## config.mk

```make
export PLATFORM = sky130hd
export DESIGN_NAME = mod_sampler_flat
export DESIGN_NICKNAME = d
export VERILOG_FILES = /design/src/rtl/mod_sampler_pkg.sv /design/src/rtl/mod_sampler_if.sv /design/src/rtl/mod_sampler_tick_divider.sv /design/src/rtl/mod_sampler.sv /design/src/flat_wrapper.sv
export SDC_FILE = /design/constraint.sdc
export NUM_CORES = 1
export LEC_CHECK = 0
export CAP_MARGIN = 15
export CORE_MARGIN = 10
export CORE_UTILIZATION = 51
export DETAILED_ROUTE_END_ITERATION = 8
export PLACE_DENSITY = 0.79
export SETUP_SLACK_MARGIN = 0.2
export SLEW_MARGIN = 10
export SYNTH_ARGS = -nofsm -noshare
export SYNTH_HDL_FRONTEND = slang
export SYNTH_SLANG_ARGS = --single-unit
```

## constraint.sdc

```tcl
create_clock -name CLK -period 2.59 [get_ports CLK]
set_input_delay 0.518 -clock CLK [delete_from_list [all_inputs] [get_ports CLK]]
set_output_delay 0.518 -clock CLK [all_outputs]
set_load 0.05 [all_outputs]
```

## src/rtl/mod_sampler_pkg.sv

```systemverilog
// -----------------------------------------------------------------------------
// mod_pkg: shared definitions for the modulation sampler.
//   - default widths / latency for the sampler and its interface
//   - FSM state encoding
//   - helper to size the BRAM latency counter
// -----------------------------------------------------------------------------
package mod_pkg;

   localparam int DEF_ADDR_WIDTH   = 15;
   localparam int DEF_BRAM_LATENCY = 2;
   localparam int DEF_DIV_WIDTH    = 16;

   typedef enum logic [1:0] {
      IDLE = 2'd0,
      READ = 2'd1,
      HOLD = 2'd2
   } state_e;

   function automatic int lat_cnt_width(input int latency);
      return $clog2(latency + 1);
   endfunction

   localparam int LAT_CNT_W = lat_cnt_width(DEF_BRAM_LATENCY);

endpackage

```

## src/rtl/mod_sampler_if.sv

```systemverilog
// -----------------------------------------------------------------------------
// mod_sampler_if: bundles the sampler's timing, BRAM and multiplier-side
// signals.
//   slave  : seen from the sampler (TICK/SYNC/config/READY/MOD_DATA in,
//            MOD_ADDR/MOD/UPDATE/MOD_IDX/OVERRUN out)
//   master : seen from the surrounding system (directions reversed)
// -----------------------------------------------------------------------------
interface mod_sampler_if
   import mod_pkg::*;
#(
   parameter int ADDR_WIDTH = DEF_ADDR_WIDTH,
   parameter int DIV_WIDTH  = DEF_DIV_WIDTH
);
   logic                  TICK;
   logic                  SYNC;
   logic [DIV_WIDTH-1:0]  FREQ_DIV;
   logic [ADDR_WIDTH-1:0] MOD_CYCLE;
   logic                  READY;
   logic [ADDR_WIDTH-1:0] MOD_ADDR;
   logic [7:0]            MOD_DATA;
   logic [7:0]            MOD;
   logic                  UPDATE;
   logic [ADDR_WIDTH-1:0] MOD_IDX;
   logic                  OVERRUN;

   modport slave (
      input  TICK, SYNC, FREQ_DIV, MOD_CYCLE, READY, MOD_DATA,
      output MOD_ADDR, MOD, UPDATE, MOD_IDX, OVERRUN
   );

   modport master (
      output TICK, SYNC, FREQ_DIV, MOD_CYCLE, READY, MOD_DATA,
      input  MOD_ADDR, MOD, UPDATE, MOD_IDX, OVERRUN
   );
endinterface

```

## src/rtl/mod_sampler_tick_divider.sv

```systemverilog
// -----------------------------------------------------------------------------
// tick_divider: turns the base TICK into a sample fire every FREQ_DIV+1 ticks.
//   CLK, RST  : clock, synchronous active-high reset
//   TICK      : base sampling pulse
//   SYNC      : restarts the count; a TICK in the same cycle is ignored
//   FREQ_DIV  : ticks per fire minus 1
//   FIRE      : registered one-cycle fire pulse
// -----------------------------------------------------------------------------
module tick_divider #(
   parameter int DIV_WIDTH = 16
) (
   input  logic                 CLK,
   input  logic                 RST,
   input  logic                 TICK,
   input  logic                 SYNC,
   input  logic [DIV_WIDTH-1:0] FREQ_DIV,
   output logic                 FIRE
);

   logic [DIV_WIDTH-1:0] div_cnt_q;
   logic                 fire_q;

   always_ff @(posedge CLK) begin
      if (RST) begin
         div_cnt_q <= '0;
         fire_q    <= 1'b0;
      end else if (SYNC) begin
         div_cnt_q <= '0;
         fire_q    <= 1'b0;
      end else if (TICK) begin
         // >= also catches a FREQ_DIV lowered below the running count
         if (div_cnt_q >= FREQ_DIV) begin
            div_cnt_q <= '0;
            fire_q    <= 1'b1;
         end else begin
            div_cnt_q <= div_cnt_q + 1'b1;
            fire_q    <= 1'b0;
         end
      end else begin
         fire_q <= 1'b0;
      end
   end

   assign FIRE = fire_q;

endmodule

```

## src/rtl/mod_sampler.sv

```systemverilog
// -----------------------------------------------------------------------------
// mod_sampler: steps through the modulation sample BRAM at the divided tick
// rate and hands each sample to the modulation multiplier.
//   CLK, RST : clock, synchronous active-high reset
//   bus      : mod_sampler_if.slave
//     TICK/SYNC/FREQ_DIV/MOD_CYCLE : timing and buffer configuration
//     MOD_ADDR/MOD_DATA            : BRAM read port
//     READY/MOD/UPDATE/MOD_IDX     : multiplier handshake and sample
//     OVERRUN                      : sticky, a fire arrived while busy
// -----------------------------------------------------------------------------
module mod_sampler
   import mod_pkg::*;
#(
   parameter int ADDR_WIDTH   = DEF_ADDR_WIDTH,
   parameter int BRAM_LATENCY = DEF_BRAM_LATENCY,
   parameter int DIV_WIDTH    = DEF_DIV_WIDTH
) (
   input  logic         CLK,
   input  logic         RST,
   mod_sampler_if.slave bus
);

   localparam int LAT_W = lat_cnt_width(BRAM_LATENCY);

   logic                  fire;
   state_e                state_q;
   logic [LAT_W-1:0]      lat_cnt_q;
   logic [7:0]            hold_q;
   logic [7:0]            mod_q;
   logic [ADDR_WIDTH-1:0] addr_q;
   logic [ADDR_WIDTH-1:0] idx_q;
   logic [ADDR_WIDTH-1:0] idx_d;
   logic [ADDR_WIDTH-1:0] mod_idx_q;
   logic                  update_q;
   logic                  overrun_q;

   tick_divider #(.DIV_WIDTH(DIV_WIDTH)) u_div (
      .CLK      (CLK),
      .RST      (RST),
      .TICK     (bus.TICK),
      .SYNC     (bus.SYNC),
      .FREQ_DIV (bus.FREQ_DIV),
      .FIRE     (fire)
   );

   // >= wraps immediately when MOD_CYCLE shrinks below the current index
   always_comb begin
      idx_d = (idx_q >= bus.MOD_CYCLE) ? '0 : idx_q + 1'b1;
   end

   always_ff @(posedge CLK) begin
      if (RST) begin
         state_q   <= IDLE;
         lat_cnt_q <= '0;
         hold_q    <= '0;
         mod_q     <= '0;
         addr_q    <= '0;
         idx_q     <= '0;
         mod_idx_q <= '0;
         update_q  <= 1'b0;
         overrun_q <= 1'b0;
      end else begin
         update_q <= 1'b0;
         if (bus.SYNC) begin
            // abort any read in flight; MOD and OVERRUN keep their values
            idx_q   <= '0;
            state_q <= IDLE;
         end else begin
            // the index advances on every fire, dropped or not, to keep
            // the sample stream aligned with time
            if (fire) begin
               idx_q <= idx_d;
            end
            unique case (state_q)
               IDLE: begin
                  if (fire) begin
                     addr_q    <= idx_q;
                     lat_cnt_q <= '0;
                     state_q   <= READ;
                  end
               end
               READ: begin
                  if (fire) begin
                     overrun_q <= 1'b1;
                  end
                  if (lat_cnt_q == LAT_W'(BRAM_LATENCY - 1)) begin
                     hold_q  <= bus.MOD_DATA;
                     state_q <= HOLD;
                  end else begin
                     lat_cnt_q <= lat_cnt_q + 1'b1;
                  end
               end
               HOLD: begin
                  if (fire) begin
                     overrun_q <= 1'b1;
                  end
                  if (bus.READY) begin
                     mod_q     <= hold_q;
                     mod_idx_q <= addr_q;
                     update_q  <= 1'b1;
                     state_q   <= IDLE;
                  end
               end
               default: state_q <= IDLE;
            endcase
         end
      end
   end

   assign bus.MOD_ADDR = addr_q;
   assign bus.MOD      = mod_q;
   assign bus.UPDATE   = update_q;
   assign bus.MOD_IDX  = mod_idx_q;
   assign bus.OVERRUN  = overrun_q;

endmodule

```

## src/flat_wrapper.sv

```systemverilog
// flat-port wrapper written by rule: the top's interface ports become plain ports
module mod_sampler_flat import mod_pkg::*;
#(
   parameter int ADDR_WIDTH   = DEF_ADDR_WIDTH,
   parameter int BRAM_LATENCY = DEF_BRAM_LATENCY,
   parameter int DIV_WIDTH    = DEF_DIV_WIDTH
)
  (CLK, RST, bus_TICK, bus_SYNC, bus_FREQ_DIV, bus_MOD_CYCLE, bus_READY, bus_MOD_DATA, bus_MOD_ADDR, bus_MOD, bus_UPDATE, bus_MOD_IDX, bus_OVERRUN);
  mod_sampler_if #(.ADDR_WIDTH(ADDR_WIDTH), .DIV_WIDTH(DIV_WIDTH)) bus_i ();
  input  logic CLK;
  input  logic RST;
  input wire logic [$bits(bus_i.TICK)-1:0] bus_TICK;
  input wire logic [$bits(bus_i.SYNC)-1:0] bus_SYNC;
  input wire logic [$bits(bus_i.FREQ_DIV)-1:0] bus_FREQ_DIV;
  input wire logic [$bits(bus_i.MOD_CYCLE)-1:0] bus_MOD_CYCLE;
  input wire logic [$bits(bus_i.READY)-1:0] bus_READY;
  input wire logic [$bits(bus_i.MOD_DATA)-1:0] bus_MOD_DATA;
  output wire logic [$bits(bus_i.MOD_ADDR)-1:0] bus_MOD_ADDR;
  output wire logic [$bits(bus_i.MOD)-1:0] bus_MOD;
  output wire logic [$bits(bus_i.UPDATE)-1:0] bus_UPDATE;
  output wire logic [$bits(bus_i.MOD_IDX)-1:0] bus_MOD_IDX;
  output wire logic [$bits(bus_i.OVERRUN)-1:0] bus_OVERRUN;
  assign bus_i.TICK = bus_TICK;
  assign bus_i.SYNC = bus_SYNC;
  assign bus_i.FREQ_DIV = bus_FREQ_DIV;
  assign bus_i.MOD_CYCLE = bus_MOD_CYCLE;
  assign bus_i.READY = bus_READY;
  assign bus_i.MOD_DATA = bus_MOD_DATA;
  assign bus_MOD_ADDR = bus_i.MOD_ADDR;
  assign bus_MOD = bus_i.MOD;
  assign bus_UPDATE = bus_i.UPDATE;
  assign bus_MOD_IDX = bus_i.MOD_IDX;
  assign bus_OVERRUN = bus_i.OVERRUN;
  mod_sampler #(.ADDR_WIDTH(ADDR_WIDTH), .BRAM_LATENCY(BRAM_LATENCY), .DIV_WIDTH(DIV_WIDTH)) u_core (.CLK(CLK), .RST(RST), .bus(bus_i));
endmodule
```

==> results of run 1 <==
-- per-stage QoR --
stage	power [mW]	hold WS, ps
after floorplan	1.394	432.1
after global placement	1.476	439.2
after detailed placement	1.481	446.9
after CTS	2.339	458.9
after global routing	2.398	478.6
final	2.316	453.8
-- metal layers --
metal / track usage / part of all wire
met5: 0 / 0
met4: 0.02695 / 0.0054
met3: 0.04564 / 0.058
met2: 0.2832 / 0.49
met1: 0.1945 / 0.44
-- flip-flops by register name (all words and copies together), names as in the netlist --
name	flops
u_core.state_q	2
u_core.bus.MOD_IDX	15
u_core.bus.MOD_ADDR	15
u_core.bus.MOD	8
u_core.u_div.div_cnt_q	16
u_core.u_div.FIRE	1
u_core.hold_q	8
u_core.lat_cnt_q	2
u_core.bus.UPDATE	1
u_core.bus.OVERRUN	1
u_core.idx_q	15
-- power by group --
group / total [mW] / internal (mW) / leakage (nW) / switching, mW
Sequential: 1.29 / 1.29 / 0.676 / 0.00105
Combinational: 0.159 / 0.0866 / 1.25 / 0.0728
Clock: 0.865 / 0.383 / 0.0904 / 0.482
Total: 2.32 / 1.76 / 2.02 / 0.556
-- final cells by class --
cell class,instances,area (um^2)
clock buffer,10,137.6
tap,102,127.6
multi-input combinational,363,2185
sequential,84,1682
fill,665,2571
clock inverter,6,48.80
inverter,42,157.7
timing repair buffer,91,898.4
-- worst max-delay path: cells and delay by family --
family	cells	cell delay, ps
compound gates	5	990
buf+inv	3	680
fa+ha+maj	1	310
-- placed cells by master (no fill, tap or decap), drive strengths merged, types with 3 or more instances in the layout --
master	n
nor3	4
ha	37
buf	9
xnor2	15
inv	43
clkbuf	10
nand2	116
xor2	13
clkdlybuf4s50	82
o21ai	14
and3	4
nor2b	4
nand3	9
mux2i	5
dfxtp	84
nor2	38
clkinv	3
nand4	9
a21oi	77
or2	3
-- final timing paths --
| kind | start | endpoint |
|---|---|---|
| max | bus_MOD_CYCLE[8] | u_core.idx_q[2]$_SDFFE_PP0P_ |
| max reg2reg | u_core.idx_q[8]$_SDFFE_PP0P_ | u_core.idx_q[2]$_SDFFE_PP0P_ |
| min | u_core.hold_q[5]$_SDFFE_PP0P_ | u_core.bus.MOD[5]$_SDFFE_PP0P_ |
| min reg2reg | u_core.hold_q[5]$_SDFFE_PP0P_ | u_core.bus.MOD[5]$_SDFFE_PP0P_ |
-- kinds of logic (layout without fill, tap and decap cells) --
group,after synthesis,count (layout),share of synthesized area
buffers and inverters,63,149,0.06221
multiplexers,5,5,0.01214
flip-flops,84,84,0.4079
XOR/XNOR,28,28,0.05949
adder cells (fa/ha/maj),37,37,0.1123
AND/OR/NAND/NOR,195,195,0.2064
AO/OA/AOI/OAI,98,98,0.1396
==> load_flow_metrics.sql, run 1 <==
INSERT INTO impl_metrics (metric_group, metric, value, unit) VALUES
('worst_setup_path', 'critical_path.max_stage_delay', '450', 'ps'),
('cts', 'cts.root.buffer_cell', 'sky130_fd_sc_hd__clkbuf_8', ''),
('synth', 'synthesis.area_per_instance', '8.084', 'um^2'),
('detailed_routing', 'drt-wirelength-per-cell', '13.65', 'um'),
('floorplan', 'floorplan.rows', '32', ''),
('global_route', 'grt.total_usage', '0.1617', ''),
('timing', 'post-route-period-util', '0.8554', ''),
('synth', 'yosys.cell_count.top_type', 'sky130_fd_sc_hd__nand2_1', ''),
('cts', 'postCtsResizedCells', '0', ''),
('power_and_ir_drop', 'total_leakage_power', '2.018', 'nW'),
('synth', 'async_flop_share', '0', ''),
('timing', 'actual_slew_at_the_worst_max_slew_pin', '654.3', 'ps'),
('run_status', 'result_of_the_run', 'finished, final reports clean', ''),
('flow_run', 'cap_violations', '0', ''),
('timing', 'timing.final.hold_violations', '0', ''),
('synth', 'top_post_synthesis_cells_by_area', 'sky130_fd_sc_hd__dfxtp_1 (41%), sky130_fd_sc_hd__ha_1 (11%), sky130_fd_sc_hd__nand2_1 (11%), sky130_fd_sc_hd__a21oi_1 (8.0%), sky130_fd_sc_hd__inv_1 (3.8%)', ''),
('global_route', 'grt_antenna_before_repair', '0', ''),
('detailed_routing', 'drtPass1Iterations', '4', ''),
('worst_setup_path', 'reg2regPathDepth', '7', ''),
('timing', 'setup-tns-final', '0', 'ps'),
('synth', 'post_syn_nets', '591', ''),
('timing', 'grt_setup_unrepaired', 'false', ''),
('cts', 'clock_latency', '350', 'ps'),
('cts', 'post-cts-setup-buffers', '0', ''),
('detailed_routing', 'detail-route-antenna-nets', '0', ''),
('cts', 'cts_h_tree_depth', '3', ''),
('timing', 'layout_min_cycle_time', '2215', 'ps'),
('timing', 'report.final.slew_viol_count', '0', ''),
('worst_hold_path', 'hold_class', 'register to register', ''),
('floorplan', 'starting_utilization_of_the_core_area', '0.5280', ''),
('global_route', 'gr-total-overflow', '0', ''),
('floorplan', 'floorplan.die.height', '109.9', 'um'),
('worst_setup_path', 'start_kind', 'input pin', ''),
('power_and_ir_drop', 'power.ir.vdd_worst', '0.2976', 'mV'),
('cts', 'total_clock_buffers_created_by_cts', '9', ''),
('global_route', 'wire_length_of_the_first_global_routing_pass', '16130', 'um'),
('detailed_routing', 'post-route-drc-count', '0', ''),
('cells_and_area', 'fin_nets', '672', ''),
('placement', 'buffer_ports.inserted', '83', ''),
('power_and_ir_drop', 'power.density_cell_area', '442.3', 'nW/um^2'),
('synth', 'post-synth-top-area-fraction', '0.4079', ''),
('cells_and_area', 'fin_util', '0.6707', ''),
('floorplan', 'die_area', '12080', 'um^2'),
('cts', 'clkSlewWorstSetupHoldPaths', '90', 'ps'),
('floorplan', 'floorplan.core_area', '7807', 'um^2'),
('cells_and_area', 'flow.area_growth_from_synthesis', '27.01', '%'),
('worst_hold_path', 'hold-path-cell-count', '2', ''),
('worst_setup_path', 'critPathArrivalTime', '2490', 'ps'),
('detailed_routing', 'drt_wl_total', '9530', 'um'),
('synth', 'yosys.area.top_type', 'sky130_fd_sc_hd__dfxtp_1', ''),
('worst_setup_path', 'regToRegSetupSlack', '650', 'ps'),
('cells_and_area', 'final_cells', '698', ''),
('cells_and_area', 'layout-drive-gt1-share', '0.07215', ''),
('timing', 'relSlewSlack', '0.5638', ''),
('cells_and_area', 'postLayoutCellArea', '5236', 'um^2'),
('synth', 'number_of_enable_flip_flop_cells_after_synthesis', '0', ''),
('detailed_routing', 'vias', '3558', ''),
('worst_setup_path', 'worst-path-max-fanout', '8', ''),
('worst_setup_path', 'crit_chain', 'clkdlybuf4s50_1 > inv_1 > ha_1 > a21o_1 > a21o_1 > a2111oi_4 > o21ai_2 > buf_4 > a21oi_1', ''),
('placement', 'gpl.final_weighted_congestion', '0.8305', ''),
('cts', 'holdBufCountCts', '0', ''),
('floorplan', 'die_w', '109.9', 'um'),
('placement', 'dpl.hpwl', '7397', 'um'),
('synth', 'synth_warn', '0', ''),
('synth', 'ys_seq_area_frac', '0.4079', ''),
('cells_and_area', 'diodes', '0', ''),
('detailed_routing', 'detailedRoute.firstIterationViolations', '132', ''),
('cts', 'cts-root-to-sink-buffers', '2', ''),
('floorplan', 'number_of_top_level_pins', '84', ''),
('worst_setup_path', 'crit_top_cell', 'sky130_fd_sc_hd__a21o_1', ''),
('synth', 'synth.top_cells.by_count', 'sky130_fd_sc_hd__nand2_1 (116), sky130_fd_sc_hd__dfxtp_1 (84), sky130_fd_sc_hd__a21oi_1 (66), sky130_fd_sc_hd__inv_1 (42), sky130_fd_sc_hd__nor2_1 (38)', '');
No activity file was read; power rests on OpenSTA's default activity.
==> run 2, diff against run 1 <==
--- a/config.mk
+++ b/config.mk
@@ -6,10 +6,12 @@
 export NUM_CORES = 1
 export LEC_CHECK = 0
 export CAP_MARGIN = 15
+export CELL_PAD_IN_SITES_DETAIL_PLACEMENT = 2
+export CELL_PAD_IN_SITES_GLOBAL_PLACEMENT = 2
 export CORE_MARGIN = 10
-export CORE_UTILIZATION = 51
+export CORE_UTILIZATION = 30
 export DETAILED_ROUTE_END_ITERATION = 8
-export PLACE_DENSITY = 0.79
+export PLACE_DENSITY_LB_ADDON = 0.1
 export SETUP_SLACK_MARGIN = 0.2
 export SLEW_MARGIN = 10
 export SYNTH_ARGS = -nofsm -noshare
==> load_flow_metrics.sql, run 2 (synthesized netlist as in run 1, its figures left out) <==
INSERT INTO impl_metrics (metric_group, metric, value, unit) VALUES
('cts', 'cts.root.buffer_cell', 'sky130_fd_sc_hd__clkbuf_16', ''),
('cells_and_area', 'largest-register', 'u_core.u_div.div_cnt_q', ''),
('cells_and_area', 'fin_nets', '675', ''),
('floorplan', 'die_w', '137.2', 'um'),
('cts', 'tritoncts_num_sinks', '84', ''),
('placement', 'placedCellCount', '759', ''),
('cts', 'tritoncts_clock_tree', 'built', ''),
('worst_setup_path', 'worstSetupEndpointType', 'register', ''),
('global_route', 'grt.total_usage', '0.1367', ''),
('timing', 'actual_slew_at_the_worst_max_slew_pin', '664.6', 'ps'),
('floorplan', 'die_area', '18830', 'um^2'),
('placement', 'buffer_ports.inserted', '83', ''),
('cts', 'cts-root-to-sink-buffers', '2', ''),
('timing', 'timing.final.hold_violations', '0', ''),
('detailed_routing', 'drtPass1Iterations', '4', ''),
('worst_setup_path', 'critical_path.max_stage_delay', '470', 'ps'),
('cells_and_area', 'flow.area_growth_from_synthesis', '33.90', '%'),
('power_and_ir_drop', 'power.density_cell_area', '526.2', 'nW/um^2'),
('timing', 'max_freq', '449.7', 'MHz'),
('flow_run', 'cap_violations', '0', ''),
('timing', 'hold-worst-slack', '455.5', 'ps'),
('timing', 'setup-tns-final', '0', 'ps'),
('timing', 'grt_setup_unrepaired', 'false', ''),
('cells_and_area', 'largest_register_ff_count', '16', ''),
('worst_setup_path', 'cp_slowest_cell', 'sky130_fd_sc_hd__clkdlybuf4s50_1', ''),
('worst_setup_path', 'critPathArrivalTime', '2450', 'ps'),
('cts', 'clock_latency', '340', 'ps'),
('cells_and_area', 'final_cells', '775', ''),
('floorplan', 'number_of_top_level_pins', '84', ''),
('worst_setup_path', 'start_kind', 'input pin', ''),
('floorplan', 'floorplan.die.height', '137.2', 'um'),
('detailed_routing', 'detailedRoute.firstIterationViolations', '118', ''),
('power_and_ir_drop', 'total_leakage_power', '2.109', 'nW'),
('worst_hold_path', 'hold_class', 'register to register', ''),
('timing', 'clock_skew', '5.988', 'ps'),
('timing', 'report.final.slew_viol_count', '0', ''),
('power_and_ir_drop', 'finalPower', '2.905', 'mW'),
('cts', 'clkSlewWorstSetupHoldPaths', '60', 'ps'),
('timing', 'post-route-period-util', '0.8587', ''),
('cells_and_area', 'commonest_cells_after_routing_fill_and_taps_aside', 'sky130_fd_sc_hd__nand2_1 (116), sky130_fd_sc_hd__dfxtp_1 (84), sky130_fd_sc_hd__clkdlybuf4s50_1 (82)', ''),
('cts', 'post-cts-setup-buffers', '0', ''),
('cells_and_area', 'fillers', '1544', ''),
('worst_setup_path', 'req_time_crit_path', '2820', 'ps'),
('timing', 'setup_violating_endpoint_count_in_the_final_report', '0', ''),
('global_route', 'grt_antenna_before_repair', '0', ''),
('cts', 'postCtsResizedCells', '0', ''),
('worst_setup_path', 'worst-path-max-fanout', '10', ''),
('worst_setup_path', 'crit_chain', 'clkdlybuf4s50_1 > inv_1 > ha_1 > nand4_1 > nor3_2 > a32oi_1 > a21oi_1 > buf_4 > nor2_1', ''),
('cells_and_area', 'layout-drive-gt1-share', '0.07679', ''),
('placement', 'gpl.final_weighted_congestion', '0.7577', ''),
('detailed_routing', 'routed_via_density', '4.751', ''),
('detailed_routing', 'vias', '3682', ''),
('timing', 'relSlewSlack', '0.5569', ''),
('timing', 'layout_min_cycle_time', '2224', 'ps'),
('global_route', 'wire_length_of_the_first_global_routing_pass', '20710', 'um'),
('cts', 'total_clock_buffers_created_by_cts', '9', ''),
('floorplan', 'floorplan.rows', '42', ''),
('worst_setup_path', 'critPathKind', 'input pin to register', ''),
('run_status', 'result_of_the_run', 'finished, final reports clean', ''),
('global_route', 'grt_max_degree', '52', ''),
('cts', 'holdBufCountCts', '0', ''),
('power_and_ir_drop', 'power.ir.vdd_worst', '0.2682', 'mV'),
('cts', 'cts_h_tree_depth', '3', ''),
('floorplan', 'starting_utilization_of_the_core_area', '0.3089', ''),
('cells_and_area', 'layout.cells.most_common', 'sky130_fd_sc_hd__nand2_1', ''),
('detailed_routing', 'drt_wl_total', '12570', 'um'),
('cells_and_area', 'diodes', '0', ''),
('detailed_routing', 'drt-wirelength-per-cell', '16.22', 'um'),
('global_route', 'gr-total-overflow', '0', ''),
('placement', 'dpl.hpwl', '10090', 'um'),
('detailed_routing', 'detail-route-antenna-nets', '0', ''),
('global_route', 'grt_pass1_vias', '4077', ''),
('floorplan', 'floorplan.core_area', '13350', 'um^2'),
('detailed_routing', 'post-route-drc-count', '0', '');
-- run 2: metrics by stage --
stage               area (um^2)    util  worst slack [ps]
floorplan                  4123       -             547.7
global placement           5177  0.3879             92.35
detailed placement         5177  0.3879            -69.92
CTS                        5515  0.4132             273.9
global route               5520  0.4136             212.6
finish                     5520  0.4136             366.1
-- run 2: report_power, final --
group | switching (mW) | leakage [nW] | total (mW) | internal [mW]
combinational | 0.0760 | 1.27 | 0.168 | 0.0921
clock | 0.518 | 0.162 | 1.44 | 0.925
sequential | 0.00119 | 0.676 | 1.29 | 1.29
-- run 2: worst paths after layout --
kind                                  startpoint                                 endpoint  slack, ps  cells past startpoint
hold / removal    u_core.bus.MOD[7]$_SDFFE_PP0P_           u_core.bus.MOD[7]$_SDFFE_PP0P_        460                      2
hold reg to reg   u_core.bus.MOD[7]$_SDFFE_PP0P_           u_core.bus.MOD[7]$_SDFFE_PP0P_        460                      2
setup reg to reg    u_core.idx_q[8]$_SDFFE_PP0P_             u_core.idx_q[1]$_SDFFE_PP0P_        670                      7
setup / recovery                bus_FREQ_DIV[14]  u_core.u_div.div_cnt_q[14]$_SDFFE_PP0P_        370                      9
-- run 2: cell type report --
type	count	area (um^2)	area share
inverters	42	157.7	0.02856
clock inverters	3	67.56	0.01224
flip-flops and latches	84	1682	0.3046
multi-input cells	363	2190	0.3966
clock buffers	13	270.3	0.04896
well taps	176	220.2	0.03989
repair buffers	94	933.4	0.1691
-- run 2: critical path, delay by kind of cell --
kind                       cells  cell delay, ps
AOI/OAI and AO/OA              2             360
buffers and inverters          3             720
adders and majority gates      1             320
and+or+nand+nor                3             530
-- run 2: routing by layer --
metal / up-vias / GRT usage / routed length [um]
met4: 0 / 0.04215 / 142
li1: 1843 / - / -
met2: 68 / 0.2334 / 6085
met5: - / 0 / 0
met1: 1761 / 0.1691 / 5833
met3: 10 / 0.02731 / 507
==> run 3, diff against run 2 <==
==> constraint.sdc (replaced) <==
create_clock -name CLK -period 2.59 [get_ports CLK]
set_input_delay 0.259 -clock CLK [delete_from_list [all_inputs] [get_ports CLK]]
set_output_delay 0.259 -clock CLK [all_outputs]
set_load 0.05 [all_outputs]
==> load_flow_metrics.sql, run 3 (synthesized netlist as in run 1, its figures left out) <==
INSERT INTO impl_metrics (metric_group, metric, value, unit) VALUES
('worst_setup_path', 'start_kind', 'input pin', ''),
('global_route', 'grt_antenna_before_repair', '0', ''),
('power_and_ir_drop', 'total_leakage_power', '2.072', 'nW'),
('worst_setup_path', 'crit_chain', 'clkdlybuf4s50_1 > inv_1 > ha_1 > nand4_1 > nor3_1 > a32oi_1 > a21oi_1 > buf_4 > nor2_1', ''),
('cells_and_area', 'postLayoutCellArea', '5440', 'um^2'),
('worst_setup_path', 'critPathArrivalTime', '2300', 'ps'),
('floorplan', 'floorplan.rows', '42', ''),
('timing', 'grt_setup_unrepaired', 'false', ''),
('timing', 'timing.final.hold_violations', '0', ''),
('global_route', 'wire_length_of_the_first_global_routing_pass', '20780', 'um'),
('floorplan', 'floorplan.core_area', '13350', 'um^2'),
('cells_and_area', 'layout.cells.most_common', 'sky130_fd_sc_hd__nand2_1', ''),
('cts', 'total_clock_buffers_created_by_cts', '9', ''),
('timing', 'setup_violating_endpoint_count_in_the_final_report', '0', ''),
('worst_setup_path', 'worstSetupEndpointType', 'register', ''),
('power_and_ir_drop', 'finalPower', '2.752', 'mW'),
('worst_setup_path', 'req_time_crit_path', '2820', 'ps'),
('detailed_routing', 'post-route-drc-count', '0', ''),
('timing', 'layout_min_cycle_time', '2076', 'ps'),
('detailed_routing', 'detailedRoute.firstIterationViolations', '115', ''),
('cells_and_area', 'commonest_cells_after_routing_fill_and_taps_aside', 'sky130_fd_sc_hd__nand2_1 (116), sky130_fd_sc_hd__dfxtp_1 (84), sky130_fd_sc_hd__clkdlybuf4s50_1 (82)', ''),
('timing', 'clock_skew', '5.524', 'ps'),
('worst_setup_path', 'regToRegSetupSlack', '590', 'ps'),
('detailed_routing', 'drtPass1Iterations', '4', ''),
('worst_setup_path', 'worst-path-max-fanout', '10', ''),
('cells_and_area', 'fin_util', '0.4076', ''),
('cells_and_area', 'final_cells', '772', ''),
('global_route', 'gr-max-usage-layer', 'met2', ''),
('cts', 'tritoncts_clock_tree', 'built', ''),
('placement', 'placedCellCount', '756', ''),
('timing', 'report.final.slew_viol_count', '0', ''),
('worst_setup_path', 'critical_path.max_stage_delay', '470', 'ps'),
('timing', 'relSlewSlack', '0.4949', ''),
('cells_and_area', 'largest-register', 'u_core.u_div.div_cnt_q', ''),
('placement', 'buffer_ports.inserted', '83', ''),
('cts', 'postCtsResizedCells', '0', ''),
('run_status', 'result_of_the_run', 'finished, final reports clean', ''),
('worst_setup_path', 'reg2regPathDepth', '7', ''),
('global_route', 'grt_max_degree', '52', ''),
('global_route', 'grt_util_met3', '0.03059', ''),
('power_and_ir_drop', 'power.density_cell_area', '505.9', 'nW/um^2'),
('cts', 'cts.root.buffer_cell', 'sky130_fd_sc_hd__clkbuf_16', ''),
('power_and_ir_drop', 'p_seq_frac', '0.470', ''),
('cells_and_area', 'flow.area_growth_from_synthesis', '31.96', '%'),
('detailed_routing', 'drt_wl_total', '12780', 'um'),
('timing', 'actual_slew_at_the_worst_max_slew_pin', '757.7', 'ps'),
('cts', 'holdBufCountCts', '0', ''),
('placement', 'preCtsSetupSlack', '145.7', 'ps'),
('global_route', 'grt.total_usage', '0.1392', ''),
('floorplan', 'die_w', '137.2', 'um'),
('flow_run', 'cap_violations', '0', ''),
('power_and_ir_drop', 'share_comb_of_total_power', '0.059', ''),
('timing', 'max_freq', '481.7', 'MHz'),
('global_route', 'gr-total-overflow', '0', ''),
('cts', 'cts_h_tree_depth', '3', ''),
('power_and_ir_drop', 'power.net_switching', '570.3', 'uW'),
('power_and_ir_drop', 'power.share.clock', '0.471', ''),
('global_route', 'grt_pass1_vias', '4028', ''),
('floorplan', 'die_area', '18830', 'um^2'),
('worst_setup_path', 'crit_path_end', 'u_core.u_div.div_cnt_q[8]$_SDFFE_PP0P_', ''),
('detailed_routing', 'vias', '3726', ''),
('timing', 'final.setup.worst_slack', '514.0', 'ps'),
('worst_setup_path', 'cp_slowest_cell', 'sky130_fd_sc_hd__clkdlybuf4s50_1', ''),
('detailed_routing', 'drt-wirelength-per-cell', '16.56', 'um'),
('timing', 'setup-tns-final', '0', 'ps'),
('floorplan', 'starting_utilization_of_the_core_area', '0.3089', ''),
('cells_and_area', 'fillers', '1541', ''),
('worst_setup_path', 'critPathKind', 'input pin to register', ''),
('cts', 'clock_latency', '340', 'ps'),
('detailed_routing', 'routed_via_density', '4.826', ''),
('detailed_routing', 'detail-route-antenna-nets', '0', ''),
('placement', 'dpl.hpwl', '10060', 'um'),
('power_and_ir_drop', 'switching_part_of_the_total_power', '0.2072', ''),
('global_route', 'grtUsageMet2', '0.2388', ''),
('cts', 'post-cts-setup-buffers', '0', ''),
('cells_and_area', 'fin_nets', '672', ''),
('placement', 'placedInstanceArea', '5142', 'um^2'),
('cells_and_area', 'largest_register_ff_count', '16', ''),
('cells_and_area', 'layout-drive-gt1-share', '0.06544', ''),
('worst_hold_path', 'hold_class', 'register to register', ''),
('floorplan', 'floorplan.die.height', '137.2', 'um'),
('worst_setup_path', 'setup_crit_start', 'bus_FREQ_DIV[13]', ''),
('worst_setup_path', 'regToRegEndpoint', 'u_core.idx_q[0]$_SDFFE_PP0P_', ''),
('cts', 'tritoncts_num_sinks', '84', ''),
('global_route', 'global_route.usage.met1', '0.1698', ''),
('timing', 'post-route-period-util', '0.8015', ''),
('placement', 'gpl.final_weighted_congestion', '0.7201', ''),
('cts', 'clkSlewWorstSetupHoldPaths', '60', 'ps'),
('cts', 'cts-root-to-sink-buffers', '2', ''),
('floorplan', 'number_of_top_level_pins', '84', ''),
('worst_setup_path', 'reg2reg_from', 'u_core.idx_q[8]$_SDFFE_PP0P_', ''),
('timing', 'hold-worst-slack', '457.2', 'ps'),
('power_and_ir_drop', 'power.ir.vdd_worst', '0.2698', 'mV'),
('cells_and_area', 'diodes', '0', ''),
('power_and_ir_drop', 'power.internal', '2.182', 'mW');
run 3: final cells by class:
class / count / area [um^2] / area share
Clock inverter: 1 / 30.03 / 0.005520
Multi-Input combinational cell: 363 / 2185 / 0.4016
Tap cell: 176 / 220.2 / 0.04048
Inverter: 42 / 157.7 / 0.02898
Sequential cell: 84 / 1682 / 0.3091
Timing Repair Buffer: 91 / 898.4 / 0.1651
Clock buffer: 15 / 267.8 / 0.04922
run 3: power groups by stage:
stage | clock network, mW | registers, mW | logic, mW
final | 1.30 | 1.29 | 0.163
after global routing | 1.39 | 1.29 | 0.183
after CTS | 1.34 | 1.29 | 0.167
after detailed placement | 0 | 1.32 | 0.166
after global placement | 0 | 1.32 | 0.157
after floorplan | 0 | 1.32 | 0.0710
run 3: worst min path at each step:
stage | start | slack, ps | endpoint | depth (start not counted)
2_1_floorplan | bus_MOD_DATA[0] | 390 | u_core.hold_q[0]$_SDFFE_PP0P_ | 2
3_3_place_gp | u_core.hold_q[0]$_SDFFE_PP0P_ | 440 | u_core.bus.MOD[0]$_SDFFE_PP0P_ | 2
3_5_place_dp | u_core.bus.MOD_IDX[6]$_SDFFE_PP0P_ | 450 | u_core.bus.MOD_IDX[6]$_SDFFE_PP0P_ | 2
4_1_cts | u_core.bus.MOD_IDX[0]$_SDFFE_PP0P_ | 460 | u_core.bus.MOD_IDX[0]$_SDFFE_PP0P_ | 2
5_1_grt | u_core.hold_q[0]$_SDFFE_PP0P_ | 470 | u_core.bus.MOD[0]$_SDFFE_PP0P_ | 2
6_report | u_core.bus.MOD_IDX[0]$_SDFFE_PP0P_ | 460 | u_core.bus.MOD_IDX[0]$_SDFFE_PP0P_ | 2
run 3: layer usage:
layer | up-vias | routed length [um] | share of wire
met4 | 0 | 170 | 0.013
met1 | 1803 | 5852 | 0.46
met3 | 15 | 533 | 0.042
met5 | - | 0 | 0
li1 | 1839 | - | -
met2 | 69 | 6228 | 0.49
run 3: critical path, delay by kind of cell:
| kind | cells | cell delay, ps |
|---|---|---|
| AOI/OAI and AO/OA | 2 | 390 |
| and+or+nand+nor | 3 | 620 |
| buffers and inverters | 3 | 720 |
| adders and majority gates | 1 | 300 |
